[src/rtl/ct_lsu_pipe3_wakeup_gen_if.sv]
// Wakeup-protocol bundle between load pipe 3 (master) and the IDU dependency entries (slave).
// Carries issue, pipe-status, flush and refill inputs plus the AG/DC/DA/WB broadcasts.
interface ct_lsu_pipe3_wakeup_gen_if #(
    parameter int unsigned PREG_W = 7
);
    logic              rtu_yy_xx_flush;
    logic              idu_lsu_rf_pipe3_sel;
    logic              idu_lsu_rf_pipe3_dst_vld;
    logic [PREG_W-1:0] idu_lsu_rf_pipe3_preg;
    logic              lsu_ag_pipe3_stall;
    logic              lsu_dc_pipe3_fwd_ok;
    logic              lsu_da_pipe3_hit;
    logic              lsu_refill_done;

    logic              lsu_idu_ag_pipe3_load_inst_vld;
    logic [PREG_W-1:0] lsu_idu_ag_pipe3_preg_dupx;
    logic              lsu_idu_dc_pipe3_load_inst_vld_dupx;
    logic              lsu_idu_dc_pipe3_load_fwd_inst_vld_dupx;
    logic [PREG_W-1:0] lsu_idu_dc_pipe3_preg_dupx;
    logic              lsu_idu_da_pipe3_cancel_vld;
    logic [PREG_W-1:0] lsu_idu_da_pipe3_preg_dupx;
    logic              lsu_idu_wb_pipe3_wb_preg_vld_dupx;
    logic [PREG_W-1:0] lsu_idu_wb_pipe3_wb_preg_dupx;
    logic              lsu_da_pipe3_replay;

    modport master (
        input  rtu_yy_xx_flush,
        input  idu_lsu_rf_pipe3_sel,
        input  idu_lsu_rf_pipe3_dst_vld,
        input  idu_lsu_rf_pipe3_preg,
        input  lsu_ag_pipe3_stall,
        input  lsu_dc_pipe3_fwd_ok,
        input  lsu_da_pipe3_hit,
        input  lsu_refill_done,
        output lsu_idu_ag_pipe3_load_inst_vld,
        output lsu_idu_ag_pipe3_preg_dupx,
        output lsu_idu_dc_pipe3_load_inst_vld_dupx,
        output lsu_idu_dc_pipe3_load_fwd_inst_vld_dupx,
        output lsu_idu_dc_pipe3_preg_dupx,
        output lsu_idu_da_pipe3_cancel_vld,
        output lsu_idu_da_pipe3_preg_dupx,
        output lsu_idu_wb_pipe3_wb_preg_vld_dupx,
        output lsu_idu_wb_pipe3_wb_preg_dupx,
        output lsu_da_pipe3_replay
    );

    modport slave (
        output rtu_yy_xx_flush,
        output idu_lsu_rf_pipe3_sel,
        output idu_lsu_rf_pipe3_dst_vld,
        output idu_lsu_rf_pipe3_preg,
        output lsu_ag_pipe3_stall,
        output lsu_dc_pipe3_fwd_ok,
        output lsu_da_pipe3_hit,
        output lsu_refill_done,
        input  lsu_idu_ag_pipe3_load_inst_vld,
        input  lsu_idu_ag_pipe3_preg_dupx,
        input  lsu_idu_dc_pipe3_load_inst_vld_dupx,
        input  lsu_idu_dc_pipe3_load_fwd_inst_vld_dupx,
        input  lsu_idu_dc_pipe3_preg_dupx,
        input  lsu_idu_da_pipe3_cancel_vld,
        input  lsu_idu_da_pipe3_preg_dupx,
        input  lsu_idu_wb_pipe3_wb_preg_vld_dupx,
        input  lsu_idu_wb_pipe3_wb_preg_dupx,
        input  lsu_da_pipe3_replay
    );
endinterface

[src/rtl/ct_lsu_pipe3_wakeup_gen.sv]
// Load pipe 3 wakeup producer: AG/DC/DA/WB preg broadcasts plus a one-entry refill-wait slot.
// Defining LSU_PIPE3_DC_FWD_EN enables the DC forward broadcast; otherwise it is tied low.
module ct_lsu_pipe3_wakeup_gen #(
    parameter int unsigned PREG_W = 7
) (
    input logic                        forever_cpuclk,
    input logic                        cpurst_b,
    input logic                        cp0_yy_clk_en,
    input logic                        cp0_idu_icg_en,
    input logic                        pad_yy_icg_scan_en,
    ct_lsu_pipe3_wakeup_gen_if.master  bus
);
    typedef enum logic [1:0] {
        StIdle  = 2'd0,
        StWait  = 2'd1,
        StReady = 2'd2
    } slot_state_e;

    slot_state_e       r_slot_state, w_slot_state_nxt;
    logic              r_ag_vld, r_dc_vld, r_da_vld, r_wb_vld;
    logic              w_ag_vld_nxt, w_dc_vld_nxt, w_da_vld_nxt, w_wb_vld_nxt;
    logic [PREG_W-1:0] r_ag_preg, r_dc_preg, r_da_preg, r_wb_preg, r_slot_preg;
    logic              w_flush, w_stall, w_da_hit, w_da_miss;
    logic              w_slot_capture, w_slot_wb, w_replay;
    logic              w_local_en, w_vld_clk_en;

    assign w_flush   = bus.rtu_yy_xx_flush;
    assign w_stall   = bus.lsu_ag_pipe3_stall;
    assign w_da_hit  = r_da_vld & bus.lsu_da_pipe3_hit;
    assign w_da_miss = r_da_vld & ~bus.lsu_da_pipe3_hit;

    // Functional equivalent of the gated_clk_cell in front of the valid/state flops.
    assign w_local_en = r_ag_vld | r_dc_vld | r_da_vld | r_wb_vld | bus.idu_lsu_rf_pipe3_sel
                      | (r_slot_state != StIdle) | w_flush;
    assign w_vld_clk_en = pad_yy_icg_scan_en
                        | (cp0_yy_clk_en & (cp0_idu_icg_en | w_local_en));

    always_comb begin
        w_slot_state_nxt = r_slot_state;
        w_slot_capture   = 1'b0;
        w_slot_wb        = 1'b0;
        w_replay         = 1'b0;
        unique case (r_slot_state)
            StIdle: begin
                // A same-cycle refill_done is ignored: the capture takes the slot.
                if (w_da_miss) begin
                    w_slot_state_nxt = StWait;
                    w_slot_capture   = 1'b1;
                end
            end
            StWait: begin
                w_replay = w_da_miss;
                if (bus.lsu_refill_done) begin
                    w_slot_state_nxt = StReady;
                end
            end
            StReady: begin
                w_replay = w_da_miss;
                if (!w_da_hit) begin
                    w_slot_state_nxt = StIdle;
                    w_slot_wb        = 1'b1;
                end
            end
            default: w_slot_state_nxt = StIdle;
        endcase
        if (w_flush) begin
            w_slot_state_nxt = StIdle;
            w_slot_capture   = 1'b0;
            w_slot_wb        = 1'b0;
        end
    end

    always_comb begin
        w_ag_vld_nxt = 1'b0;
        w_dc_vld_nxt = 1'b0;
        w_da_vld_nxt = 1'b0;
        w_wb_vld_nxt = 1'b0;
        if (!w_flush) begin
            w_ag_vld_nxt = w_stall ? r_ag_vld
                                   : (bus.idu_lsu_rf_pipe3_sel & bus.idu_lsu_rf_pipe3_dst_vld);
            w_dc_vld_nxt = r_ag_vld & ~w_stall;
            w_da_vld_nxt = r_dc_vld;
            w_wb_vld_nxt = w_da_hit | w_slot_wb;
        end
    end

    always_ff @(posedge forever_cpuclk or negedge cpurst_b) begin
        if (!cpurst_b) begin
            r_ag_vld     <= 1'b0;
            r_dc_vld     <= 1'b0;
            r_da_vld     <= 1'b0;
            r_wb_vld     <= 1'b0;
            r_slot_state <= StIdle;
        end else if (w_vld_clk_en) begin
            r_ag_vld     <= w_ag_vld_nxt;
            r_dc_vld     <= w_dc_vld_nxt;
            r_da_vld     <= w_da_vld_nxt;
            r_wb_vld     <= w_wb_vld_nxt;
            r_slot_state <= w_slot_state_nxt;
        end
    end

    always_ff @(posedge forever_cpuclk or negedge cpurst_b) begin
        if (!cpurst_b) begin
            r_ag_preg   <= '0;
            r_dc_preg   <= '0;
            r_da_preg   <= '0;
            r_wb_preg   <= '0;
            r_slot_preg <= '0;
        end else begin
            if (!w_stall) begin
                r_ag_preg <= bus.idu_lsu_rf_pipe3_preg;
            end
            if (r_ag_vld && !w_stall) begin
                r_dc_preg <= r_ag_preg;
            end
            if (r_dc_vld) begin
                r_da_preg <= r_dc_preg;
            end
            if (w_da_hit) begin
                r_wb_preg <= r_da_preg;
            end else if (w_slot_wb) begin
                r_wb_preg <= r_slot_preg;
            end
            if (w_slot_capture) begin
                r_slot_preg <= r_da_preg;
            end
        end
    end

    assign bus.lsu_idu_ag_pipe3_load_inst_vld      = r_ag_vld;
    assign bus.lsu_idu_ag_pipe3_preg_dupx          = r_ag_preg;
    assign bus.lsu_idu_dc_pipe3_load_inst_vld_dupx = r_dc_vld;
    assign bus.lsu_idu_dc_pipe3_preg_dupx          = r_dc_preg;
    assign bus.lsu_idu_da_pipe3_cancel_vld         = w_da_miss;
    assign bus.lsu_idu_da_pipe3_preg_dupx          = r_da_preg;
    assign bus.lsu_idu_wb_pipe3_wb_preg_vld_dupx   = r_wb_vld;
    assign bus.lsu_idu_wb_pipe3_wb_preg_dupx       = r_wb_preg;
    assign bus.lsu_da_pipe3_replay                 = w_replay;

`ifdef LSU_PIPE3_DC_FWD_EN
    assign bus.lsu_idu_dc_pipe3_load_fwd_inst_vld_dupx = r_dc_vld & bus.lsu_dc_pipe3_fwd_ok;
`else
    logic w_unused_fwd_ok;
    assign w_unused_fwd_ok = bus.lsu_dc_pipe3_fwd_ok;
    assign bus.lsu_idu_dc_pipe3_load_fwd_inst_vld_dupx = 1'b0;
`endif
endmodule

[src/flat_wrapper.sv]
// flat-port wrapper written by rule: the top's interface ports become plain ports
module ct_lsu_pipe3_wakeup_gen_flat 
#(
    parameter int unsigned PREG_W = 7
)
  (forever_cpuclk, cpurst_b, cp0_yy_clk_en, cp0_idu_icg_en, pad_yy_icg_scan_en, bus_rtu_yy_xx_flush, bus_idu_lsu_rf_pipe3_sel, bus_idu_lsu_rf_pipe3_dst_vld, bus_idu_lsu_rf_pipe3_preg, bus_lsu_ag_pipe3_stall, bus_lsu_dc_pipe3_fwd_ok, bus_lsu_da_pipe3_hit, bus_lsu_refill_done, bus_lsu_idu_ag_pipe3_load_inst_vld, bus_lsu_idu_ag_pipe3_preg_dupx, bus_lsu_idu_dc_pipe3_load_inst_vld_dupx, bus_lsu_idu_dc_pipe3_load_fwd_inst_vld_dupx, bus_lsu_idu_dc_pipe3_preg_dupx, bus_lsu_idu_da_pipe3_cancel_vld, bus_lsu_idu_da_pipe3_preg_dupx, bus_lsu_idu_wb_pipe3_wb_preg_vld_dupx, bus_lsu_idu_wb_pipe3_wb_preg_dupx, bus_lsu_da_pipe3_replay);
  ct_lsu_pipe3_wakeup_gen_if #(.PREG_W(PREG_W)) bus_i ();
  input logic forever_cpuclk;
  input logic cpurst_b;
  input logic cp0_yy_clk_en;
  input logic cp0_idu_icg_en;
  input logic pad_yy_icg_scan_en;
  input wire logic [$bits(bus_i.rtu_yy_xx_flush)-1:0] bus_rtu_yy_xx_flush;
  input wire logic [$bits(bus_i.idu_lsu_rf_pipe3_sel)-1:0] bus_idu_lsu_rf_pipe3_sel;
  input wire logic [$bits(bus_i.idu_lsu_rf_pipe3_dst_vld)-1:0] bus_idu_lsu_rf_pipe3_dst_vld;
  input wire logic [$bits(bus_i.idu_lsu_rf_pipe3_preg)-1:0] bus_idu_lsu_rf_pipe3_preg;
  input wire logic [$bits(bus_i.lsu_ag_pipe3_stall)-1:0] bus_lsu_ag_pipe3_stall;
  input wire logic [$bits(bus_i.lsu_dc_pipe3_fwd_ok)-1:0] bus_lsu_dc_pipe3_fwd_ok;
  input wire logic [$bits(bus_i.lsu_da_pipe3_hit)-1:0] bus_lsu_da_pipe3_hit;
  input wire logic [$bits(bus_i.lsu_refill_done)-1:0] bus_lsu_refill_done;
  output wire logic [$bits(bus_i.lsu_idu_ag_pipe3_load_inst_vld)-1:0] bus_lsu_idu_ag_pipe3_load_inst_vld;
  output wire logic [$bits(bus_i.lsu_idu_ag_pipe3_preg_dupx)-1:0] bus_lsu_idu_ag_pipe3_preg_dupx;
  output wire logic [$bits(bus_i.lsu_idu_dc_pipe3_load_inst_vld_dupx)-1:0] bus_lsu_idu_dc_pipe3_load_inst_vld_dupx;
  output wire logic [$bits(bus_i.lsu_idu_dc_pipe3_load_fwd_inst_vld_dupx)-1:0] bus_lsu_idu_dc_pipe3_load_fwd_inst_vld_dupx;
  output wire logic [$bits(bus_i.lsu_idu_dc_pipe3_preg_dupx)-1:0] bus_lsu_idu_dc_pipe3_preg_dupx;
  output wire logic [$bits(bus_i.lsu_idu_da_pipe3_cancel_vld)-1:0] bus_lsu_idu_da_pipe3_cancel_vld;
  output wire logic [$bits(bus_i.lsu_idu_da_pipe3_preg_dupx)-1:0] bus_lsu_idu_da_pipe3_preg_dupx;
  output wire logic [$bits(bus_i.lsu_idu_wb_pipe3_wb_preg_vld_dupx)-1:0] bus_lsu_idu_wb_pipe3_wb_preg_vld_dupx;
  output wire logic [$bits(bus_i.lsu_idu_wb_pipe3_wb_preg_dupx)-1:0] bus_lsu_idu_wb_pipe3_wb_preg_dupx;
  output wire logic [$bits(bus_i.lsu_da_pipe3_replay)-1:0] bus_lsu_da_pipe3_replay;
  assign bus_i.rtu_yy_xx_flush = bus_rtu_yy_xx_flush;
  assign bus_i.idu_lsu_rf_pipe3_sel = bus_idu_lsu_rf_pipe3_sel;
  assign bus_i.idu_lsu_rf_pipe3_dst_vld = bus_idu_lsu_rf_pipe3_dst_vld;
  assign bus_i.idu_lsu_rf_pipe3_preg = bus_idu_lsu_rf_pipe3_preg;
  assign bus_i.lsu_ag_pipe3_stall = bus_lsu_ag_pipe3_stall;
  assign bus_i.lsu_dc_pipe3_fwd_ok = bus_lsu_dc_pipe3_fwd_ok;
  assign bus_i.lsu_da_pipe3_hit = bus_lsu_da_pipe3_hit;
  assign bus_i.lsu_refill_done = bus_lsu_refill_done;
  assign bus_lsu_idu_ag_pipe3_load_inst_vld = bus_i.lsu_idu_ag_pipe3_load_inst_vld;
  assign bus_lsu_idu_ag_pipe3_preg_dupx = bus_i.lsu_idu_ag_pipe3_preg_dupx;
  assign bus_lsu_idu_dc_pipe3_load_inst_vld_dupx = bus_i.lsu_idu_dc_pipe3_load_inst_vld_dupx;
  assign bus_lsu_idu_dc_pipe3_load_fwd_inst_vld_dupx = bus_i.lsu_idu_dc_pipe3_load_fwd_inst_vld_dupx;
  assign bus_lsu_idu_dc_pipe3_preg_dupx = bus_i.lsu_idu_dc_pipe3_preg_dupx;
  assign bus_lsu_idu_da_pipe3_cancel_vld = bus_i.lsu_idu_da_pipe3_cancel_vld;
  assign bus_lsu_idu_da_pipe3_preg_dupx = bus_i.lsu_idu_da_pipe3_preg_dupx;
  assign bus_lsu_idu_wb_pipe3_wb_preg_vld_dupx = bus_i.lsu_idu_wb_pipe3_wb_preg_vld_dupx;
  assign bus_lsu_idu_wb_pipe3_wb_preg_dupx = bus_i.lsu_idu_wb_pipe3_wb_preg_dupx;
  assign bus_lsu_da_pipe3_replay = bus_i.lsu_da_pipe3_replay;
  ct_lsu_pipe3_wakeup_gen #(.PREG_W(PREG_W)) u_core (.forever_cpuclk(forever_cpuclk), .cpurst_b(cpurst_b), .cp0_yy_clk_en(cp0_yy_clk_en), .cp0_idu_icg_en(cp0_idu_icg_en), .pad_yy_icg_scan_en(pad_yy_icg_scan_en), .bus(bus_i));
endmodule
[config.mk]
export PLATFORM = sky130hd
export DESIGN_NAME = ct_lsu_pipe3_wakeup_gen_flat
export DESIGN_NICKNAME = d
export VERILOG_FILES = /design/src/rtl/ct_lsu_pipe3_wakeup_gen_if.sv /design/src/rtl/ct_lsu_pipe3_wakeup_gen.sv /design/src/flat_wrapper.sv
export SDC_FILE = /design/constraint.sdc
export NUM_CORES = 1
export LEC_CHECK = 0
export CORE_MARGIN = 4
export CORE_UTILIZATION = 60
export CTS_CLUSTER_SIZE = 28
export DETAILED_ROUTE_END_ITERATION = 8
export DONT_BUFFER_PORTS = 1
export PLACE_DENSITY = 0.79
export SYNTH_ARGS = -nofsm -noshare
export SYNTH_HDL_FRONTEND = slang
export SYNTH_SLANG_ARGS = --single-unit
[constraint.sdc]
create_clock -name forever_cpuclk -period 2.25 [get_ports forever_cpuclk]
set_clock_uncertainty 0.15 [all_clocks]
set_input_delay 0.225 -clock forever_cpuclk [delete_from_list [all_inputs] [get_ports forever_cpuclk]]
set_output_delay 0.225 -clock forever_cpuclk [all_outputs]
set_load 0.005 [all_outputs]
==> results of run 1 <==
## flip-flops by register name (all words and copies together), names as in the netlist
signal,count
u_core.bus.lsu_idu_ag_pipe3_preg_dupx,7
u_core.bus.lsu_idu_da_pipe3_preg_dupx,7
u_core.bus.lsu_idu_dc_pipe3_preg_dupx,7
u_core.bus.lsu_idu_wb_pipe3_wb_preg_dupx,7
u_core.r_slot_preg,7
u_core.r_slot_state,2
u_core.bus.lsu_idu_ag_pipe3_load_inst_vld,1
u_core.bus.lsu_idu_dc_pipe3_load_inst_vld_dupx,1
u_core.bus.lsu_idu_wb_pipe3_wb_preg_vld_dupx,1
u_core.r_da_vld,1
## tightest hold or removal path, stage by stage
cell and delay [ns]:
o22a_1 0.22, nand3b_1 0.10, o2bb2ai_1 0.07
## through the flow
stage	instance area (sq um)	cells	hold WS, ns	setup slack, ns
finish	2090	189	0.150	0.371
global route	2090	189	0.128	0.241
CTS	2090	189	0.134	0.354
detailed placement	1800	158	-0.220	0.376
global placement	1800	158	-0.220	0.475
floorplan	1800	135	-0.221	0.558
## placed cells by master, fill, tap and decap left out, types with 2 or more instances in the layout
cell type      netlist  layout
inv_1                4       4
nor2_1               3       3
o21ai_1              7       7
and2_1               2       2
clkinv_2             0       2
mux2_1              31      31
ha_1                 4       4
clkbuf_4             0       5
nand2b_1             2       2
mux2i_1              7       7
dlygate4sd3_1        0      22
nand2_1              9       9
dfrtp_1             41      41
o2bb2ai_1            2       2
## report_power, final
| part | internal (mW) | switching [mW] | total [mW] |
|---|---|---|---|
| Sequential | 0.872 | 0.161 | 1.03 |
| Clock | 0.119 | 0.223 | 0.343 |
| Combinational | 0.120 | 0.0720 | 0.192 |
## kinds of logic after synthesis
| kind of cell | after synthesis | share of synthesized area [%] |
|---|---|---|
| AO/OA/AOI/OAI | 16 | 5.96 |
| multiplexers | 38 | 23.2 |
| flip-flops | 41 | 56.9 |
| other | 1 | 0.208 |
| AND/OR/NAND/NOR | 23 | 7.70 |
| buffers and inverters | 12 | 3.26 |
| adder cells (fa/ha/maj) | 4 | 2.77 |
## area by class of cell
class	count	area (sq um)
Sequential cell	41	1030
Multi-Input combinational cell	82	719
Fill cell	191	714
Timing Repair Buffer	23	240
Clock buffer	6	41.3
Tap cell	31	38.8
Inverter	4	15.0
Clock inverter	2	10.0
## per-layer routing
layer	share of wire [%]	track usage, %	up-vias
met5	0	0	-
met4	1.6	5.79	0
met3	7.5	8.27	7
met2	51	32.9	34
met1	40	23.2	528
li1	-	-	514
## path summary, 6_finish.rpt
check                      cells after the start  slack [ns]                                              to                   start
hold reg to reg                                1        0.35                           u_core.r_slot_preg[4]   u_core.r_slot_preg[4]
min in group asynchronous                      2        0.18        u_core.bus.lsu_idu_dc_pipe3_preg_dupx[5]                cpurst_b
max in group asynchronous                      2        1.57       u_core.bus.lsu_idu_ag_pipe3_load_inst_vld                cpurst_b
setup reg to reg                               6        0.37  u_core.bus.lsu_idu_dc_pipe3_load_inst_vld_dupx  u_core.r_slot_state[1]
setup / recovery                               6        0.37  u_core.bus.lsu_idu_dc_pipe3_load_inst_vld_dupx  u_core.r_slot_state[1]
hold / removal                                 3        0.15                          u_core.r_slot_state[1]     bus_lsu_refill_done
## cells in the mapped netlist (2+ instances only)
| cell | instances |
|---|---|
| dfrtp_1 | 41 |
| mux2i_1 | 7 |
| nand2_1 | 9 |
| buf_2 | 5 |
| ha_1 | 4 |
| o21ai_1 | 7 |
| and2_1 | 2 |
| buf_4 | 2 |
| nor2_1 | 3 |
| inv_1 | 4 |
| o2bb2ai_1 | 2 |
| mux2_1 | 31 |
| nand2b_1 | 2 |
## timing repair
action / CTS / global route
setup buffers: 0 / 0
hold buffers: 23 / 0
endpoints found under the hold margin: 54 / 0
==> summary.txt, run 1 <==
Critical path
  – Cell at the slowest stage of the critical path: dfrtp_1
  – CP bufs+invs: 1
  – Required time reported for the critical path endpoint: 2.33 ns
  – CP startpoint kind: register
  – Cell family with the largest share of critical-path delay: simple AND/OR/NAND/NOR gates
  – Largest fanout on the critical path: 6
  – Crit path kind: reg2reg
  – Delay of the slowest critical-path stage: 0.42 ns
  – Type of element capturing the critical path: register
  – Data arrival at the endpoint of the critical path: about 2.0 ns
  – Cell Chain, Critical Path: inv_1 > ha_1 > nor4b_2 > a21boi_2 > nor2_4 > mux2_1

Finish
  – Layout cell share with drive strength beyond 1: ~7.6%
  – Antenna Cells: 0
  – Area delta synth->final: 15.9%
  – # nets final: between 150 and 200
  – Share of the core filled with cells: approximately 75%

Placed design
  – Port bufs: 0
  – Sum of net half-perimeters after detailed placement: roughly 2300 um
  – Final weighted congestion in routability-driven placement: ~0.75

Synth
  – Post-synth top area cell: dfrtp_1
  – Predominant post-synthesis flop cell: dfrtp_1
  – Number of distinct library cells after synthesis: 29
  – Post-Syn Area per Cell: about 13 sq um
  – Post-synth ARST share: 100%
  – Mapped Area: roughly 1800 sq um
  – Ys Warns: 0
  – Count of mapped cells out of synthesis: about 140
  – Number of flops mapped to enable cells by yosys: 0
  – Total of flip-flops plus latches after synthesis: approximately 40
  – Sequential fraction of the synthesis area: 56.9%
  – Most area-consuming cells after synthesis: dfrtp_1 57%, mux2_1 19%, mux2i_1 3.9%
  – Area share of the largest cell type after synthesis: between 50% and 60%
  – Synthesized net count: ~160

Clock network
  – Cell at the root of the clock tree: clkbuf_4
  – CTS tree: built
  – Clock buffers created by TritonCTS: 5
  – Clock Latency Late Sink: about 0.34 ns
  – Number of buffers on the longest clock path: 2
  – Clk slew on worst S/H paths: between 0.1 and 0.15 ns
  – # clock sinks: between 40 and 50
  – Number of gates given a new drive strength after cts: 0
  – Number of H-tree levels: 2

Power and ir drop
  – Total power divided by cell area: around 750 nW/um^2
  – Maximum vdd ir drop: roughly 0.67 mV
  – Leakage: 1.01 nW
  – Pwr Total: ~1.6 mW

Timing
  – Shortest clock period the worst path allows after layout: ~1.9 ns
  – Total negative slack: 0 ns
  – Number of failing hold endpoints at the final stage: 0
  – Max-slew violation count: 0
  – Period utilization: 83.5%
  – Maximum operating frequency: ~0.53 GHz
  – Final setup fails: 0
  – Setup repair after global routing missed its margin: no

Drt
  – WL final: 3470 um
  – Number of vias per cell after detailed routing: 5.73
  – Initial DRT Pass Iterations: 4
  – Routed wirelength normalized by instance count: around 18 um
  – Initial DRC Count: 76
  – Antenna Nets Post-Route: 0
  – Number of DRC violations after detailed routing: 0
  – Number of vias in the routed layout: 1083

Global routing
  – All-Layer GR Usage: about a fifth
  – Initial antenna violation count: 0
  – Largest net degree at the start of global routing: 42
  – Vias in the first global route: 1169
  – Overflow left after global routing: 0
  – Global-route wire length before repair: 5980 um

Floorplan
  – Die footprint: approximately 3900 sq um
  – Number of rows in the core area: 19
  – Std-Cell Core Area: 2810 sq um
  – Die extent in y: around 63 um
  – Ports: 53
  – Initial Utilization: roughly 64%
  – Floorplan die width: around 63 um

Flow run
  – Max Cap Viol: 0

Run status
  – Result of the run: finished clean

Worst hold path
  – Type of the most critical hold path: in2reg
Note: power is estimated with default switching activity, not from simulation.
==> inputs of run 2 (changes only) <==
--- a/config.mk
+++ b/config.mk
@@ -6,11 +6,11 @@
 export NUM_CORES = 1
 export LEC_CHECK = 0
 export CORE_MARGIN = 4
-export CORE_UTILIZATION = 60
+export CORE_UTILIZATION = 55
 export CTS_CLUSTER_SIZE = 28
 export DETAILED_ROUTE_END_ITERATION = 8
 export DONT_BUFFER_PORTS = 1
-export PLACE_DENSITY = 0.79
+export PLACE_DENSITY = 0.76
 export SYNTH_ARGS = -nofsm -noshare
 export SYNTH_HDL_FRONTEND = slang
 export SYNTH_SLANG_ARGS = --single-unit
==> constraint.sdc (replaced) <==
create_clock -name forever_cpuclk -period 1.7 [get_ports forever_cpuclk]
set_clock_uncertainty 0.15 [all_clocks]
set_input_delay 0.17 -clock forever_cpuclk [delete_from_list [all_inputs] [get_ports forever_cpuclk]]
set_output_delay 0.17 -clock forever_cpuclk [all_outputs]
set_load 0.005 [all_outputs]
==> run 2 against run 1 <==
  * The run now ends with negative setup slack left
  * Non-clock buffer count up 13
  * Die area rose by 7.9%
  * Global-route usage is 0.13 points lower
  * Wire length grew 11%
  * Largest power group unchanged
==> summary.txt, run 2 (synthesized netlist as in run 1, its figures left out) <==
Run status
  – Result of the run: finished with violations (was finished clean)
  – Failing checks: negative setup slack

Drt
  – Wire length on met2: 1940 um (was 1760 um)
  – Number of vias per cell after detailed routing: 5.44 (was 5.73)
  – Amount of wire on met3 after detailed routing: 252 um (was 261 um)
  – Routed wirelength normalized by instance count: 17.9 um (was 18.3 um)
  – Initial DRT Pass Iterations: 4 (unchanged)
  – Number of vias in the routed layout: 1170 (was 1083)
  – Met1 WL: 1570 um (was 1380 um)
  – Initial DRC Count: 38 (was 76)
  – Antenna Nets Post-Route: 0 (unchanged)
  – Highest routing layer actually used: met4 (unchanged)
  – Number of DRC violations after detailed routing: 0 (unchanged)
  – WL final: 3840 um (was 3470 um)

Timing
  – Max-slew violation count: 0 (unchanged)
  – Fin worst setup slack: -0.00497 ns (was 0.371 ns)
  – Maximum operating frequency: 0.587 GHz (was 0.532 GHz)
  – Setup repair after global routing missed its margin: yes (was no)
  – Number of failing hold endpoints at the final stage: 0 (unchanged)
  – Period utilization: 100% (was 83.5%)
  – Shortest clock period the worst path allows after layout: 1.70 ns (was 1.88 ns)
  – Hold slack: 0.0683 ns (was 0.150 ns)
  – Final setup fails: 2 (was 0)

Floorplan
  – Number of rows in the core area: 20 (was 19)
  – Ports: 53 (unchanged)
  – Die extent in y: 65.3 um (was 62.8 um)
  – Die footprint: 4260 sq um (was 3950 sq um)
  – Floorplan die width: 65.3 um (was 62.8 um)
  – Initial Utilization: 58.1% (was 64.3%)
  – Std-Cell Core Area: 3100 sq um (was 2810 sq um)

Flow run
  – Max Cap Viol: 0 (unchanged)

Placed design
  – Sum of net half-perimeters after detailed placement: 2440 um (was 2310 um)
  – Post-placement cell area: 1890 sq um (was 1800 sq um)
  – Port bufs: 0 (unchanged)
  – Final weighted congestion in routability-driven placement: 0.687 (was 0.749)
  – Placed Instances: 179 (was 158)

Clock network
  – # clock sinks: 41 (unchanged)
  – Number of buffers on the longest clock path: 2 (unchanged)
  – Number of H-tree levels: 2 (unchanged)
  – Clock Latency Late Sink: 0.34 ns (about the same)
  – Clock buffers created by TritonCTS: 5 (unchanged)
  – CTS tree: built (unchanged)
  – Clk slew on worst S/H paths: 0.12 ns (was 0.11 ns)
  – Cell at the root of the clock tree: clkbuf_4 (unchanged)

Finish
  – Most common cell after layout, fill and taps aside: dfrtp_1 (unchanged)
  – Antenna Cells: 0 (unchanged)
  – Count of filler cells inserted in the layout: 213 (was 191)
  – Most frequent cells in the layout: 41 x dfrtp_1, 24 x mux2_1, 22 x dlygate4sd3_1 (was 41 x dfrtp_1, 31 x mux2_1, 22 x dlygate4sd3_1)
  – Post-route standard cell area excluding fillers: 2300 sq um (was 2090 sq um)
  – Final non-filler cell total: 215 (was 189)
  – Layout cell share with drive strength beyond 1: 23.4% (was 7.59%)
  – # nets final: 193 (was 180)
  – Area delta synth->final: 27.5% (was 15.9%)

Critical path
  – CP startpoint kind: register (unchanged)
  – Data arrival at the endpoint of the critical path: 1.79 ns (was 1.96 ns)
  – Cell at the slowest stage of the critical path: dfrtp_1 (unchanged)
  – Required time reported for the critical path endpoint: 1.79 ns (was 2.33 ns)
  – Cell Chain, Critical Path: inv_2 > ha_4 > nor4b_4 > a21boi_2 > nor2_4 > mux2_4 (was inv_1 > ha_1 > nor4b_2 > a21boi_2 > nor2_4 > mux2_1)
  – Delay of the slowest critical-path stage: 0.42 ns (about the same)
  – Type of element capturing the critical path: register (unchanged)
  – Largest fanout on the critical path: 5 (was 6)
  – Crit path kind: reg2reg (unchanged)
  – Cell family with the largest share of critical-path delay: flip-flops (was simple AND/OR/NAND/NOR gates)
  – CP bufs+invs: 1 (unchanged)

Global routing
  – Vias in the first global route: 1247 (was 1169)
  – Overflow left after global routing: 0 (unchanged)
  – Global-route wire length before repair: 6180 um (was 5980 um)
  – Initial antenna violation count: 0 (unchanged)
  – Largest net degree at the start of global routing: 42 (unchanged)
  – All-Layer GR Usage: 19.6% (was 19.7%)

Power and ir drop
  – Total power divided by cell area: 952 nW/um^2 (was 750 nW/um^2)
  – Leakage: 1.11 nW (was 1.01 nW)
  – Maximum vdd ir drop: 0.880 mV (was 0.666 mV)

Worst hold path
  – Type of the most critical hold path: in2reg (unchanged)
==> run 2: area by class of cell <==
cell class              count  area [sq um]  area share [%]
flip-flops and latches     41          1030            44.6
multi-input cells          82           785            34.1
repair buffers             36           350            15.2
clock buffers               7          65.1            2.83
well taps                  44          55.1            2.39
inverters                   4          15.0           0.653
clock inverters             1          5.00           0.218
==> run 2: final timing paths <==
path,endpoint,from,cells after the start,slack (ns)
setup / recovery,u_core.bus.lsu_idu_dc_pipe3_load_inst_vld_dupx,u_core.r_slot_state[0],6,-0.005
hold / removal,u_core.r_slot_state[1],bus_lsu_refill_done,3,0.07
setup reg to reg,u_core.bus.lsu_idu_dc_pipe3_load_inst_vld_dupx,u_core.r_slot_state[0],6,-0.005
hold reg to reg,u_core.r_slot_preg[6],u_core.r_slot_preg[6],1,0.35
max in group asynchronous,u_core.bus.lsu_idu_dc_pipe3_preg_dupx[5],cpurst_b,2,1.07
min in group asynchronous,u_core.bus.lsu_idu_wb_pipe3_wb_preg_dupx[1],cpurst_b,2,0.13
==> run 2: stage by stage <==
stage / worst slack, ns / utilization (%) / TNS (ns) / total power, mW
6_report: -0.00497 / 74.2 / -0.00503 / 2.19
5_1_grt: -0.0641 / 74.2 / -0.395 / 2.31
4_1_cts: -0.00503 / 72.9 / -0.00798 / 2.20
3_5_place_dp: -0.0805 / 60.8 / -0.214 / 1.58
3_3_place_gp: -0.00980 / 60.8 / -0.0224 / 1.54
2_1_floorplan: 0.00848 / - / 0 / 1.47
==> run 2: what timing repair did <==
item,CTS,global route
pin swaps,3,6
endpoints found under the setup margin,5,17
setup buffers,4,1
hold buffers,23,0
endpoints found under the hold margin,54,0
resized for setup,9,7
==> run 2: power by group <==
part,leakage (nW),total [mW],internal (mW),switching [mW]
Sequential,0.536,1.37,1.15,0.211
Combinational,0.531,0.278,0.174,0.104
Clock,0.0413,0.546,0.240,0.306
==> run 2: tightest hold or removal path: stages <==
cell and delay, ns:
o22a_1 0.16, o22ai_2 0.09, o2bb2ai_1 0.11
==> run 2: per-layer routing <==
layer | up-vias | GRT usage [%]
li1 | 538 | -
met1 | 583 | 23.0
met2 | 41 | 33.0
met3 | 8 | 7.86
met4 | 0 | 5.70
met5 | - | 0
==> inputs of run 3 (changes only) <==
--- a/config.mk
+++ b/config.mk
@@ -5,6 +5,7 @@
 export SDC_FILE = /design/constraint.sdc
 export NUM_CORES = 1
 export LEC_CHECK = 0
+export CORE_ASPECT_RATIO = 1.25
 export CORE_MARGIN = 4
 export CORE_UTILIZATION = 55
 export CTS_CLUSTER_SIZE = 28
==> run 3 against run 2 <==
  * The flow still finishes with violations (negative setup slack)
  * Hold slack lost 0.059 ns
  * Flip-flop and latch count is the same
  * Highest routed layer unchanged
  * Largest cell class unchanged
  * Sequential power is essentially flat
  * Critical path depth is the same
  * Design area grew 0.76%
  * Sequential share of layout area shrank 0.28 points
  * Power grew 11%
  * Wire length shrank 0.65%
  * Cell count shrank 3.7%
==> summary.txt, run 3 (synthesized netlist as in run 1, its figures left out) <==
Timing
  – Hold slack: 0.00928 ns (was 0.0683 ns)
  – Number of failing hold endpoints at the final stage: 0 (unchanged)
  – Final setup fails: 3 (was 2)
  – Total negative slack: -0.0150 ns (was -0.00503 ns)
  – Max-slew violation count: 0 (unchanged)
  – Period utilization: 101% (was 100%)
  – Shortest clock period the worst path allows after layout: 1.71 ns (was 1.70 ns)
  – Setup repair after global routing missed its margin: yes (unchanged)
  – Maximum operating frequency: 0.585 GHz (was 0.587 GHz)
  – Fin worst setup slack: -0.00952 ns (was -0.00497 ns)

Floorplan
  – Die footprint: 4270 sq um (was 4260 sq um)
  – Std-Cell Core Area: 3190 sq um (was 3100 sq um)
  – Initial Utilization: 56.5% (was 58.1%)
  – Die extent in y: 72.0 um (was 65.3 um)
  – Floorplan die width: 59.2 um (was 65.3 um)
  – Number of rows in the core area: 23 (was 20)
  – Ports: 53 (unchanged)

Finish
  – Layout cell share with drive strength beyond 1: 21.2% (was 23.4%)
  – Post-route standard cell area excluding fillers: 2320 sq um (was 2300 sq um)
  – Count of filler cells inserted in the layout: 232 (was 213)
  – Antenna Cells: 0 (unchanged)
  – Most common cell after layout, fill and taps aside: dfrtp_1 (unchanged)
  – # nets final: 192 (was 193)
  – Most frequent cells in the layout: 40 x dfrtp_1, 28 x mux2_1, 22 x dlygate4sd3_1 (was 41 x dfrtp_1, 24 x mux2_1, 22 x dlygate4sd3_1)
  – Area delta synth->final: 28.5% (was 27.5%)

Critical path
  – Type of element capturing the critical path: register (unchanged)
  – Crit path kind: reg2reg (unchanged)
  – Required time reported for the critical path endpoint: 1.73 ns (was 1.79 ns)
  – Data arrival at the endpoint of the critical path: 1.74 ns (was 1.79 ns)
  – R2r worst-path depth: 6 (unchanged)
  – Largest fanout on the critical path: 5 (unchanged)
  – CP startpoint kind: register (unchanged)

Drt
  – Antenna Nets Post-Route: 0 (unchanged)
  – Number of DRC violations after detailed routing: 0 (unchanged)
  – Wire length on met2: 2070 um (was 1940 um)
  – Initial DRC Count: 29 (was 38)
  – Amount of wire on met3 after detailed routing: 272 um (was 252 um)
  – Initial DRT Pass Iterations: 4 (unchanged)
  – Highest routing layer actually used: met4 (unchanged)
  – Met1 WL: 1420 um (was 1570 um)
  – Routed wirelength normalized by instance count: 18.4 um (was 17.9 um)
  – Number of vias per cell after detailed routing: 5.57 (was 5.44)
  – Number of vias in the routed layout: 1154 (was 1170)
  – WL final: 3820 um (was 3840 um)

Placed design
  – Port bufs: 0 (unchanged)
  – Sum of net half-perimeters after detailed placement: 2480 um (was 2440 um)
  – Post-placement cell area: 1880 sq um (was 1890 sq um)
  – Final weighted congestion in routability-driven placement: 0.825 (was 0.687)

Run status
  – Failing checks: negative setup slack (unchanged)
  – Result of the run: finished with violations (unchanged)

Clock network
  – Cell at the root of the clock tree: clkbuf_8 (was clkbuf_4)
  – Clock Latency Late Sink: 0.29 ns (was 0.34 ns)
  – Number of buffers on the longest clock path: 2 (unchanged)
  – CTS tree: built (unchanged)
  – Clk slew on worst S/H paths: 0.08 ns (was 0.12 ns)
  – Clock buffers created by TritonCTS: 5 (unchanged)
  – Number of H-tree levels: 2 (unchanged)
  – # clock sinks: 41 (unchanged)

Power and ir drop
  – Total power divided by cell area: 1050 nW/um^2 (was 952 nW/um^2)
  – Leakage: 1.11 nW (about the same)
  – Maximum vdd ir drop: 0.912 mV (was 0.880 mV)

Global routing
  – Global-route wire length before repair: 6270 um (was 6180 um)
  – Largest net degree at the start of global routing: 42 (unchanged)
  – Initial antenna violation count: 0 (unchanged)
  – Vias in the first global route: 1301 (was 1247)
  – All-Layer GR Usage: 19.8% (was 19.6%)
  – Overflow left after global routing: 0 (unchanged)

Worst hold path
  – Type of the most critical hold path: in2reg (unchanged)
  – Cell depth of the worst hold path: 3 (unchanged)

Flow run
  – Max Cap Viol: 0 (unchanged)
-- run 3: layout make-up --
class	instances	area [sq um]	area share, %
Inverter	4	15.0	0.648
Timing Repair Buffer	35	343	14.8
Multi-Input combinational cell	82	767	33.1
Tap cell	37	46.3	2.00
Clock buffer	6	82.6	3.56
Sequential cell	41	1030	44.3
Clock inverter	2	37.5	1.62
-- run 3: report_power, final --
group	internal, mW	switching, mW
sequential	1.16	0.210
clock	0.477	0.324
combinational	0.170	0.102
total	1.80	0.636
-- run 3: final timing paths --
path | start | to | slack [ns]
max | u_core.r_slot_state[0] | u_core.bus.lsu_idu_wb_pipe3_wb_preg_vld_dupx | -0.01
min | bus_lsu_ag_pipe3_stall | u_core.bus.lsu_idu_ag_pipe3_load_inst_vld | 0.009
max reg2reg | u_core.r_slot_state[0] | u_core.bus.lsu_idu_wb_pipe3_wb_preg_vld_dupx | -0.01
min reg2reg | u_core.r_slot_preg[4] | u_core.r_slot_preg[4] | 0.34
max in group asynchronous | cpurst_b | u_core.r_da_vld | 1.00
min in group asynchronous | cpurst_b | u_core.bus.lsu_idu_wb_pipe3_wb_preg_dupx[6] | 0.20
-- run 3: timing repair --
action                                  in CTS  in global routing
hold buffers                                23                  0
buffers inserted                             2                  2
endpoints found under the setup margin      13                 13
gates resized for setup                      6                  7
endpoints found under the hold margin       54                  0
pin swaps                                    3                  3
-- run 3: critical path: stages, from the launching register on --
cell and delay [ns]:
dfrtp_1 0.39, inv_2 0.09, ha_4 0.14, nor4b_4 0.21, a21boi_2 0.12, nor2_4 0.19, mux2_4 0.32
-- run 3: stage by stage --
stage | util (%) | cells | setup WS, ns | power (mW)
floorplan | - | 135 | 0.00848 | 1.47
global placement | 58.8 | 172 | -0.00527 | 1.54
detailed placement | 58.8 | 172 | -0.137 | 1.57
CTS | 71.3 | 205 | -0.0323 | 2.46
global route | 72.6 | 207 | -0.0899 | 2.58
finish | 72.6 | 207 | -0.00952 | 2.44
-- run 3: per-layer routing --
metal  GRT usage [%]  vias up
met3            6.05        5
met2            34.8       35
li1                -      535
met5               0        -
met1            22.4      579
met4            6.80        0
